<file path="config.mk">
export PLATFORM = sky130hd
export DESIGN_NAME = opb_fifo_simulink2ppc
export DESIGN_NICKNAME = d
export VERILOG_FILES = /design/src/rtl/opb_fifo_simulink2ppc.sv
export SDC_FILE = /design/constraint.sdc
export NUM_CORES = 1
export LEC_CHECK = 0
export ABC_AREA = 1
export CAP_MARGIN = 20
export CORE_AREA = 2 2 235 167
export DETAILED_ROUTE_END_ITERATION = 8
export DIE_AREA = 0 0 237 169
export DONT_BUFFER_PORTS = 1
export GPL_TIMING_DRIVEN = 1
export HOLD_SLACK_MARGIN = 0.02
export PLACE_DENSITY_LB_ADDON = 0.25
export SLEW_MARGIN = 30
export SYNTH_ARGS = -nofsm -noshare
export SYNTH_HDL_FRONTEND = slang
export SYNTH_SLANG_ARGS = --single-unit
export TNS_END_PERCENT = 5
</file>
<file path="constraint.sdc">
create_clock -name OPB_Clk -period 6.9 [get_ports OPB_Clk]
set_input_delay 1.38 -clock OPB_Clk [delete_from_list [all_inputs] [get_ports OPB_Clk]]
set_output_delay 1.38 -clock OPB_Clk [all_outputs]
set_load 0.05 [all_outputs]
</file>
<file path="src/rtl/opb_fifo_simulink2ppc.sv">
// OPB slave exposing a fabric-fed word FIFO to the PPC: DATA pops, STATUS reports
// count/overflow/empty, CTRL flushes or clears overflow. Single clock, sync reset.
module opb_fifo_simulink2ppc #(
    parameter logic [31:0] C_BASEADDR        = 32'h01000900,
    parameter logic [31:0] C_HIGHADDR        = 32'h010009FF,
    parameter int          C_OPB_AWIDTH      = 32,
    parameter int          C_OPB_DWIDTH      = 32,
    parameter string       C_FAMILY          = "virtex5",
    parameter int          C_FIFO_DEPTH_LOG2 = 4
) (
    input  logic                      OPB_Clk,
    input  logic                      OPB_Rst,
    input  logic [0:C_OPB_AWIDTH-1]   OPB_ABus,
    input  logic [0:3]                OPB_BE,
    input  logic [0:C_OPB_DWIDTH-1]   OPB_DBus,
    input  logic                      OPB_RNW,
    input  logic                      OPB_select,
    input  logic                      OPB_seqAddr,
    output logic [0:C_OPB_DWIDTH-1]   Sl_DBus,
    output logic                      Sl_errAck,
    output logic                      Sl_retry,
    output logic                      Sl_toutSup,
    output logic                      Sl_xferAck,
    input  logic [31:0]               user_data_in,
    input  logic                      user_valid
);

    localparam int DEPTH = 1 << C_FIFO_DEPTH_LOG2;
    localparam int PW    = C_FIFO_DEPTH_LOG2;
    localparam int CW    = C_FIFO_DEPTH_LOG2 + 1;

    localparam logic [1:0] IDX_DATA   = 2'd0;
    localparam logic [1:0] IDX_STATUS = 2'd1;
    localparam logic [1:0] IDX_CTRL   = 2'd2;

    localparam bit unused_family = (C_FAMILY == "");

    logic [31:0]             mem_q [DEPTH];
    logic [PW-1:0]           wr_ptr_q, wr_ptr_d;
    logic [PW-1:0]           rd_ptr_q, rd_ptr_d;
    logic [CW-1:0]           count_q, count_d;
    logic                    ovf_q, ovf_d;
    logic                    ack_q, ack_d;
    logic [0:C_OPB_DWIDTH-1] dbus_q, dbus_d;

    logic        in_range, hit, empty, full;
    logic        pop, push_ok, ovf_set;
    logic        ctrl_wr, flush, clr_ovf;
    logic [1:0]  word_idx;
    logic [31:0] rdata;
    logic        unused_inputs;

    assign in_range = (OPB_ABus >= C_BASEADDR) && (OPB_ABus <= C_HIGHADDR);
    // The cycle after a hit carries the ack, so a held select cannot re-hit then.
    assign hit      = OPB_select && in_range && !ack_q;
    assign word_idx = OPB_ABus[C_OPB_AWIDTH-4:C_OPB_AWIDTH-3];

    assign empty = (count_q == '0);
    assign full  = (count_q == CW'(DEPTH));

    // An empty FIFO never pops, so a same-cycle push cannot bypass to the reader.
    assign pop     = hit && OPB_RNW && (word_idx == IDX_DATA) && !empty;
    assign ctrl_wr = hit && !OPB_RNW && (word_idx == IDX_CTRL) && OPB_BE[3];
    assign flush   = ctrl_wr && OPB_DBus[C_OPB_DWIDTH-1];
    assign clr_ovf = ctrl_wr && OPB_DBus[C_OPB_DWIDTH-2];

    // A flush discards the concurrent push without flagging it as overflow.
    assign push_ok = user_valid && !flush && (!full || pop);
    assign ovf_set = user_valid && !flush && full && !pop;

    always_comb begin
        rdata = '0;
        case (word_idx)
            IDX_DATA:   if (!empty) rdata = mem_q[rd_ptr_q];
            IDX_STATUS: rdata = {{(16-CW){1'b0}}, count_q, 14'd0, ovf_q, empty};
            default:    rdata = '0;
        endcase
    end

    always_comb begin
        // NOTE: every next-state signal gets a default first so no path infers a latch.
        wr_ptr_d = wr_ptr_q;
        rd_ptr_d = rd_ptr_q;
        count_d  = count_q;
        ovf_d    = ovf_q;
        ack_d    = hit;
        dbus_d   = (hit && OPB_RNW) ? rdata : '0;

        if (flush) begin
            wr_ptr_d = '0;
            rd_ptr_d = '0;
            count_d  = '0;
        end else begin
            if (pop)     rd_ptr_d = rd_ptr_q + 1'b1;
            if (push_ok) wr_ptr_d = wr_ptr_q + 1'b1;
            case ({push_ok, pop})
                2'b10:   count_d = count_q + 1'b1;
                2'b01:   count_d = count_q - 1'b1;
                default: count_d = count_q;
            endcase
        end

        if (ovf_set)      ovf_d = 1'b1;
        else if (clr_ovf) ovf_d = 1'b0;
    end

    // NOTE: state updates use non-blocking assignments so every register samples pre-edge values.
    always_ff @(posedge OPB_Clk) begin
        if (OPB_Rst) begin
            wr_ptr_q <= '0;
            rd_ptr_q <= '0;
            count_q  <= '0;
            ovf_q    <= 1'b0;
            ack_q    <= 1'b0;
            dbus_q   <= '0;
        end else begin
            wr_ptr_q <= wr_ptr_d;
            rd_ptr_q <= rd_ptr_d;
            count_q  <= count_d;
            ovf_q    <= ovf_d;
            ack_q    <= ack_d;
            dbus_q   <= dbus_d;
        end
    end

    // NOTE: storage is deliberately not reset; the pointers and count alone define validity.
    always_ff @(posedge OPB_Clk) begin
        if (push_ok) mem_q[wr_ptr_q] <= user_data_in;
    end

    assign Sl_DBus    = dbus_q;
    assign Sl_xferAck = ack_q;
    assign Sl_errAck  = 1'b0;
    assign Sl_retry   = 1'b0;
    assign Sl_toutSup = 1'b0;

    assign unused_inputs = ^{OPB_seqAddr, OPB_BE[0:2], OPB_DBus[0:C_OPB_DWIDTH-3]};

endmodule

</file>
==> results.yml, run 1 <==
cts:
  htreeDepth: 2
  clkTransAtPathRegs_ns: 0.06
  clk_path_buf_depth: 3
  clkLatencyLatePin_ns: 0.57
  holdBufCountCts: 0
  cts_resized: 0
  clockRootBuffer: "clkbuf_16"
  post_cts_buffers: 0
  cts_made_buffers: 52
  clock-sinks: 563
  cts_tree: "done"
logic_synthesis:
  synth_largest_area_cell: "edfxtp_1"
  synthesis.area_um2: 22450
  synth_top_area_frac: 0.6849
  synthTopCellsByArea: "edfxtp_1 68%, mux2i_1 5.4%, dfxtp_1 4.5%"
  synthCells: 1624
  synth-warning-count: 0
  yosysSeqAreaShare: 0.7304
  post_synth.cell_area_avg_um2: 13.82
  synth_cell_types: 37
  ys_ff_latch: 563
floorplanning:
  pin_count: 142
  die_w_um: 237
  core_um2: 37910
  start_util: 0.5921
  fp.dieH_um: 169
  die-area_um2: 40050
  rows: 60
worst_setup_path:
  startpoint: "OPB_ABus[4]"
  required_ns: 7.13
  cp_max_fo: 18
  cp.arrival_ns: 3.87
  critPathBufInv: 2
  r2r_start: "Sl_xferAck$_SDFF_PP0_"
  critPathCaptureType: "register"
  slowest_stage: "nor2_4"
  critPathTopFamily: "simple AND/OR/NAND/NOR gates"
  cp-start-kind: "primary input"
  crit_path_frequent_cell: "nand2_1"
  max_stage_delay_ns: 0.68
  crit_type: "in2reg"
  crit_chain: "or2_1 > nor2_1 > nand2_1 > nor2_4 > nand4_4 > nand2_1 > nand2_4 > inv_2 > nand2_1 > nor2_4 > buf_4"
routing:
  wl_per_cell_um: 22.19
  antenna_left: 0
  drc_errors: 0
  viasPerCell: 5.953
  first_pass_iters: 5
  via_count: 12790
  first_iter_violations: 1460
  wl_um: 47670
placement:
  place_area_um2: 22960
  placed_cells: 2052
  routabilityCongestion: 0.8124
  dp_hpwl_um: 24700
  portBuffers: 0
sta:
  finalCritPeriodShare: 0.5273
  finClkSkew_ns: 0.01855
  setup_viol: 0
  drv_slew: 0
  post-route-min-period_ns: 3.638
  rsz0062_at_grt: "no"
  tns_ns: 0
  hold_viol_final: 0
  worst_slew_pin_slew_ns: 0.8926
  max_freq_mhz: 274.9
  max_slew_margin: 0.4050
layout:
  syn2layout_area_growth_pct: 10.04
  fin_cells: 2148
  fill_cells: 2643
  layout_common_cells: "512 x edfxtp_1, 188 x o21ai_0, 161 x a21oi_1"
  layout.nets: 1726
  antenna_cells: 0
  final_common_cell: "edfxtp_1"
  drive_above_1_share: 0.09443
  postLayoutCellArea_um2: 24700
job:
  maxCapViolCount: 0
global_routing:
  track_usage: 0.2385
  grt_pass1_wl_um: 72350
  grt_overflow_total: 0
  grt_max_degree: 138
  grt_pass1_vias: 12260
  antenna_found_initial: 0
min_path:
  worstHoldStart: "ovf_q$_SDFFE_PP0P_"
  hold_path.class: "reg2reg"
power:
  vdd_ir_drop_max_v: 0.0002520
  p_leak_nw: 8.011
  p_per_area_nw_per_um2: 271.7
run_status:
  status: "complete, no violations"
sequential cells by signal (all words and copies together) (netlist names), named ones only:
| signal | cells |
|---|---|
| mem_q | 512 |
| wr_ptr_q | 4 |
| count_q | 5 |
| ovf_q | 1 |
| Sl_DBus | 32 |
| Sl_xferAck | 1 |
| rd_ptr_q | 4 |
cell usage after synthesis:
cell      count
clkbuf_1     44
dfxtp_1      51
nor3_1        1
nand3_1      11
nand2_4       2
xnor2_1       1
a211oi_2     20
o211ai_1     78
ha_1          8
nor2_1       70
o21ai_1      36
o21ai_0     188
o21a_1        2
inv_2         6
fa_1          1
buf_4        18
buf_6         5
edfxtp_1    512
nor2_4        1
o22ai_1       4
a211oi_1      5
inv_1       158
nand2_1      67
a31oi_1       8
conb_1        1
buf_2        14
nand4_1       6
buf_1        15
clkinv_2      1
or2_1         1
mux2i_1     121
xor2_1        2
a21oi_1     161
nand2_2       2
a21o_1        1
nand4_4       1
clkinv_1      1
path summary, 6_finish.rpt:
kind	to	slack [ns]	depth (start not counted)
worst max-delay path	mem_q[10][14]$_DFFE_PP_	3.26	11
worst min register to register	ovf_q$_SDFFE_PP0P_	0.46	2
worst min-delay path	ovf_q$_SDFFE_PP0P_	0.46	2
worst max register to register	mem_q[10][14]$_DFFE_PP_	3.66	12
metal layers:
layer,vias to the layer above,global-route usage,part of all wire
met2,476,0.3760,0.46
met5,-,0,0
met3,68,0.04305,0.074
met4,0,0.05283,0.017
met1,6313,0.3517,0.45
li1,5929,-,-
cells by family (layout without fill, tap and decap cells):
family | after synthesis | count (layout) | synth area share
xor gates and xnor gates | 3 | 3 | 0.001171
muxes | 121 | 121 | 0.05395
AOI/OAI and AO/OA | 503 | 503 | 0.1291
adders and majority gates | 9 | 9 | 0.005351
and+or+nand+nor | 162 | 162 | 0.03054
buffers and inverters | 262 | 288 | 0.04933
DFF | 563 | 563 | 0.7304
other | 1 | 3 | 0.0001671
tightest hold or removal path, cell delays in order (launching register included):
cell and delay (ns):
dfxtp_1 0.31, nand2_1 0.06, a21oi_1 0.06
area by class of cell:
type / count / area, um2 / share of cell area
clock buffers: 76 / 1533 / 0.06205
clock inverters: 19 / 171.4 / 0.006940
inverters: 166 / 629.4 / 0.02548
multi-input cells: 801 / 5072 / 0.2053
flip-flops and latches: 563 / 16410 / 0.6642
well taps: 496 / 620.6 / 0.02512
repair buffers: 27 / 267.8 / 0.01084
power breakdown:
group          switching [mW]  internal, mW
logic                  0.0722        0.0246
registers              0.0107          3.76
clock network            1.20          1.65
total                    1.28          5.43
stage by stage:
step	worst slack (ns)	hold slack (ns)	utilization	power, mW
after global placement	2.762	0.4458	0.6046	3.931
after detailed placement	2.713	0.4600	0.6057	3.937
after global routing	3.098	0.4921	0.6516	6.887
after floorplan	2.706	0.4356	-	3.903
final	3.262	0.4648	0.6516	6.710
after CTS	3.300	0.4691	0.6506	6.741
No activity file was read; power rests on OpenSTA's default activity.
==> run 2: changes to the inputs <==
==> constraint.sdc (replaced) <==
create_clock -name OPB_Clk -period 3.35 [get_ports OPB_Clk]
set_input_delay 0.67 -clock OPB_Clk [delete_from_list [all_inputs] [get_ports OPB_Clk]]
set_output_delay 0.67 -clock OPB_Clk [all_outputs]
set_load 0.05 [all_outputs]
==> run 2 against run 1 <==
Net effect: sequential power grew 110%; final area up 0.87%; clock power is 100% higher; wire length is 0.15% lower; via count grew 0.33%; global-route usage is 0.17 points higher; clock skew about the same; die area did not move; first-iteration DRC count down 18%; setup slack worse by 2.7 ns; combinational power grew 120%; count of clock-buffer cells in the layout down 10; critical path type is now reg2reg; critical endpoint is now mem_q[8][16]$_DFFE_PP_; highest routed layer unchanged.
==> results.yml, run 2 (synthesis results as in run 1) <==
power:
  vdd_ir_drop_max_v: 0.0004839
  power_switching_share: 0.1916
  p_sw_mw: 2.617
  p_seq_frac: 0.568
  p_per_area_nw_per_um2: 548.3
  clockPowerShare: 0.417
  p_leak_nw: 8.115
  power_frac_comb: 0.016
  p_int_mw: 11.05
floorplanning:
  die-area_um2: 40050
  fp.dieH_um: 169
  pin_count: 142
  die_w_um: 237
  rows: 60
  core_um2: 37910
  start_util: 0.5921
worst_setup_path:
  slowest_stage: "dfxtp_1"
  crit_chain: "nor2_1 > nand2_1 > nor2_1 > nand2_1 > nor2_4 > nand4_1 > nand2_1 > inv_2 > nand2_4 > inv_2 > nand2_1 > nor2_4 > buf_4"
  required_ns: 3.60
  cp.depth: 13
  max_stage_delay_ns: 0.65
  crit_end: "mem_q[8][16]$_DFFE_PP_"
  crit_path_frequent_cell: "nand2_1"
  cp_max_fo: 8
  startpoint: "Sl_xferAck$_SDFF_PP0_"
  critPathTopFamily: "simple AND/OR/NAND/NOR gates"
  critPathBufInv: 3
  crit_type: "reg2reg"
  cp-start-kind: "register"
  r2r_start: "Sl_xferAck$_SDFF_PP0_"
  r2r_slack_ns: 0.59
  critPathCaptureType: "register"
  r2r.worst_path.cells: 13
  cp.arrival_ns: 3.01
  r2r-end: "mem_q[8][16]$_DFFE_PP_"
global_routing:
  antenna_found_initial: 0
  grt_pass1_wl_um: 72790
  track_usage: 0.2402
  grt_overflow_total: 0
  grt_max_degree: 136
  grt_pass1_vias: 12320
cts:
  clock-sinks: 563
  htreeDepth: 2
  cts_made_buffers: 51
  post_cts_buffers: 0
  holdBufCountCts: 0
  clockRootBuffer: "clkbuf_16"
  clkLatencyLatePin_ns: 0.57
  cts_resized: 0
  clkTransAtPathRegs_ns: 0.06
  cts_tree: "done"
  clk_path_buf_depth: 3
layout:
  max_flop_register: "mem_q"
  antenna_cells: 0
  fin_util: 0.6572
  final_common_cell: "edfxtp_1"
  fill_cells: 2700
  drive_above_1_share: 0.1040
  layout.nets: 1747
  largest_reg_flops: 512
  syn2layout_area_growth_pct: 11.00
  layout_common_cells: "512 x edfxtp_1, 188 x o21ai_0, 161 x a21oi_1"
routing:
  wl_um: 47600
  first_pass_iters: 5
  antenna_left: 0
  via_count: 12830
  first_iter_violations: 1197
  drc_errors: 0
  viasPerCell: 5.914
  wl_per_cell_um: 21.94
sta:
  setup_viol: 0
  finalCritPeriodShare: 0.8233
  max_freq_mhz: 362.6
  post-route-min-period_ns: 2.758
  hold_viol_final: 0
  rsz0062_at_grt: "no"
  holdWs_ns: 0.1704
  drv_slew: 0
  max_slew_margin: 0.4540
  timing.final.ws_setup_ns: 0.5920
  worst_slew_pin_slew_ns: 0.8190
  finClkSkew_ns: 0.01826
placement:
  portBuffers: 0
  dp_hpwl_um: 26220
  dp_slack_ns: 0.3657
  routabilityCongestion: 0.8201
run_status:
  status: "complete, no violations"
min_path:
  worstHoldStart: "OPB_Rst"
  hold_path.class: "in2reg"
job:
  maxCapViolCount: 0
[run 2: cell types whose count changed in the layout (fill, tap and decap cells not counted), sizes merged]
cell / previous run / this run
buf: 27 / 49
bufinv: 3 / 5
clkbuf: 76 / 66
clkinv: 17 / 23
inv: 165 / 166
[run 2: power by group through the flow]
| stage | registers [mW] | logic [mW] | clock network (mW) |
|---|---|---|---|
| floorplan | 7.91 | 0.131 | 0 |
| global placement | 7.91 | 0.206 | 0 |
| detailed placement | 7.91 | 0.213 | 0 |
| CTS | 7.76 | 0.215 | 5.77 |
| global route | 7.76 | 0.237 | 6.04 |
| finish | 7.76 | 0.214 | 5.69 |
[run 2: worst min-delay path by stage]
stage | end | slack (ns) | cells past startpoint
after floorplan | register | 0.44 | 2
after global placement | register | 0.45 | 2
after detailed placement | rd_ptr_q[3]$_SDFFE_PP0N_ | 0.46 | 2
after CTS | ovf_q$_SDFFE_PP0P_ | 0.15 | 1
after global routing | Sl_xferAck$_SDFF_PP0_ | 0.15 | 1
final | ovf_q$_SDFFE_PP0P_ | 0.17 | 1
[run 2: cell type report]
cell class                      count  area (um2)  area share
Clock inverter                     28       256.5     0.01029
Clock buffer                       66        1363     0.05469
Timing Repair Buffer               49       568.0     0.02280
Tap cell                          496       620.6     0.02491
Sequential cell                   563       16410      0.6585
Multi-Input combinational cell    801        5072      0.2036
Inverter                          166       629.4     0.02526
[run 2: layer usage]
metal	wire length, um	up-vias	GRT usage
met5	0	-	0
met4	865	0	0.05614
met3	3774	79	0.04256
met2	21880	476	0.3783
met1	21080	6278	0.3538
li1	-	5995	-
[run 2: per-stage QoR]
stage          TNS, ns  std cells  total power, mW  area (um2)
5_1_grt              0       2169            14.03       24920
3_5_place_dp         0       2075            8.121       23300
2_1_floorplan   -67.15       1626            8.039       22460
3_3_place_gp         0       2075            8.112       23290
6_report             0       2169            13.66       24920
4_1_cts              0       2169            13.74       24920
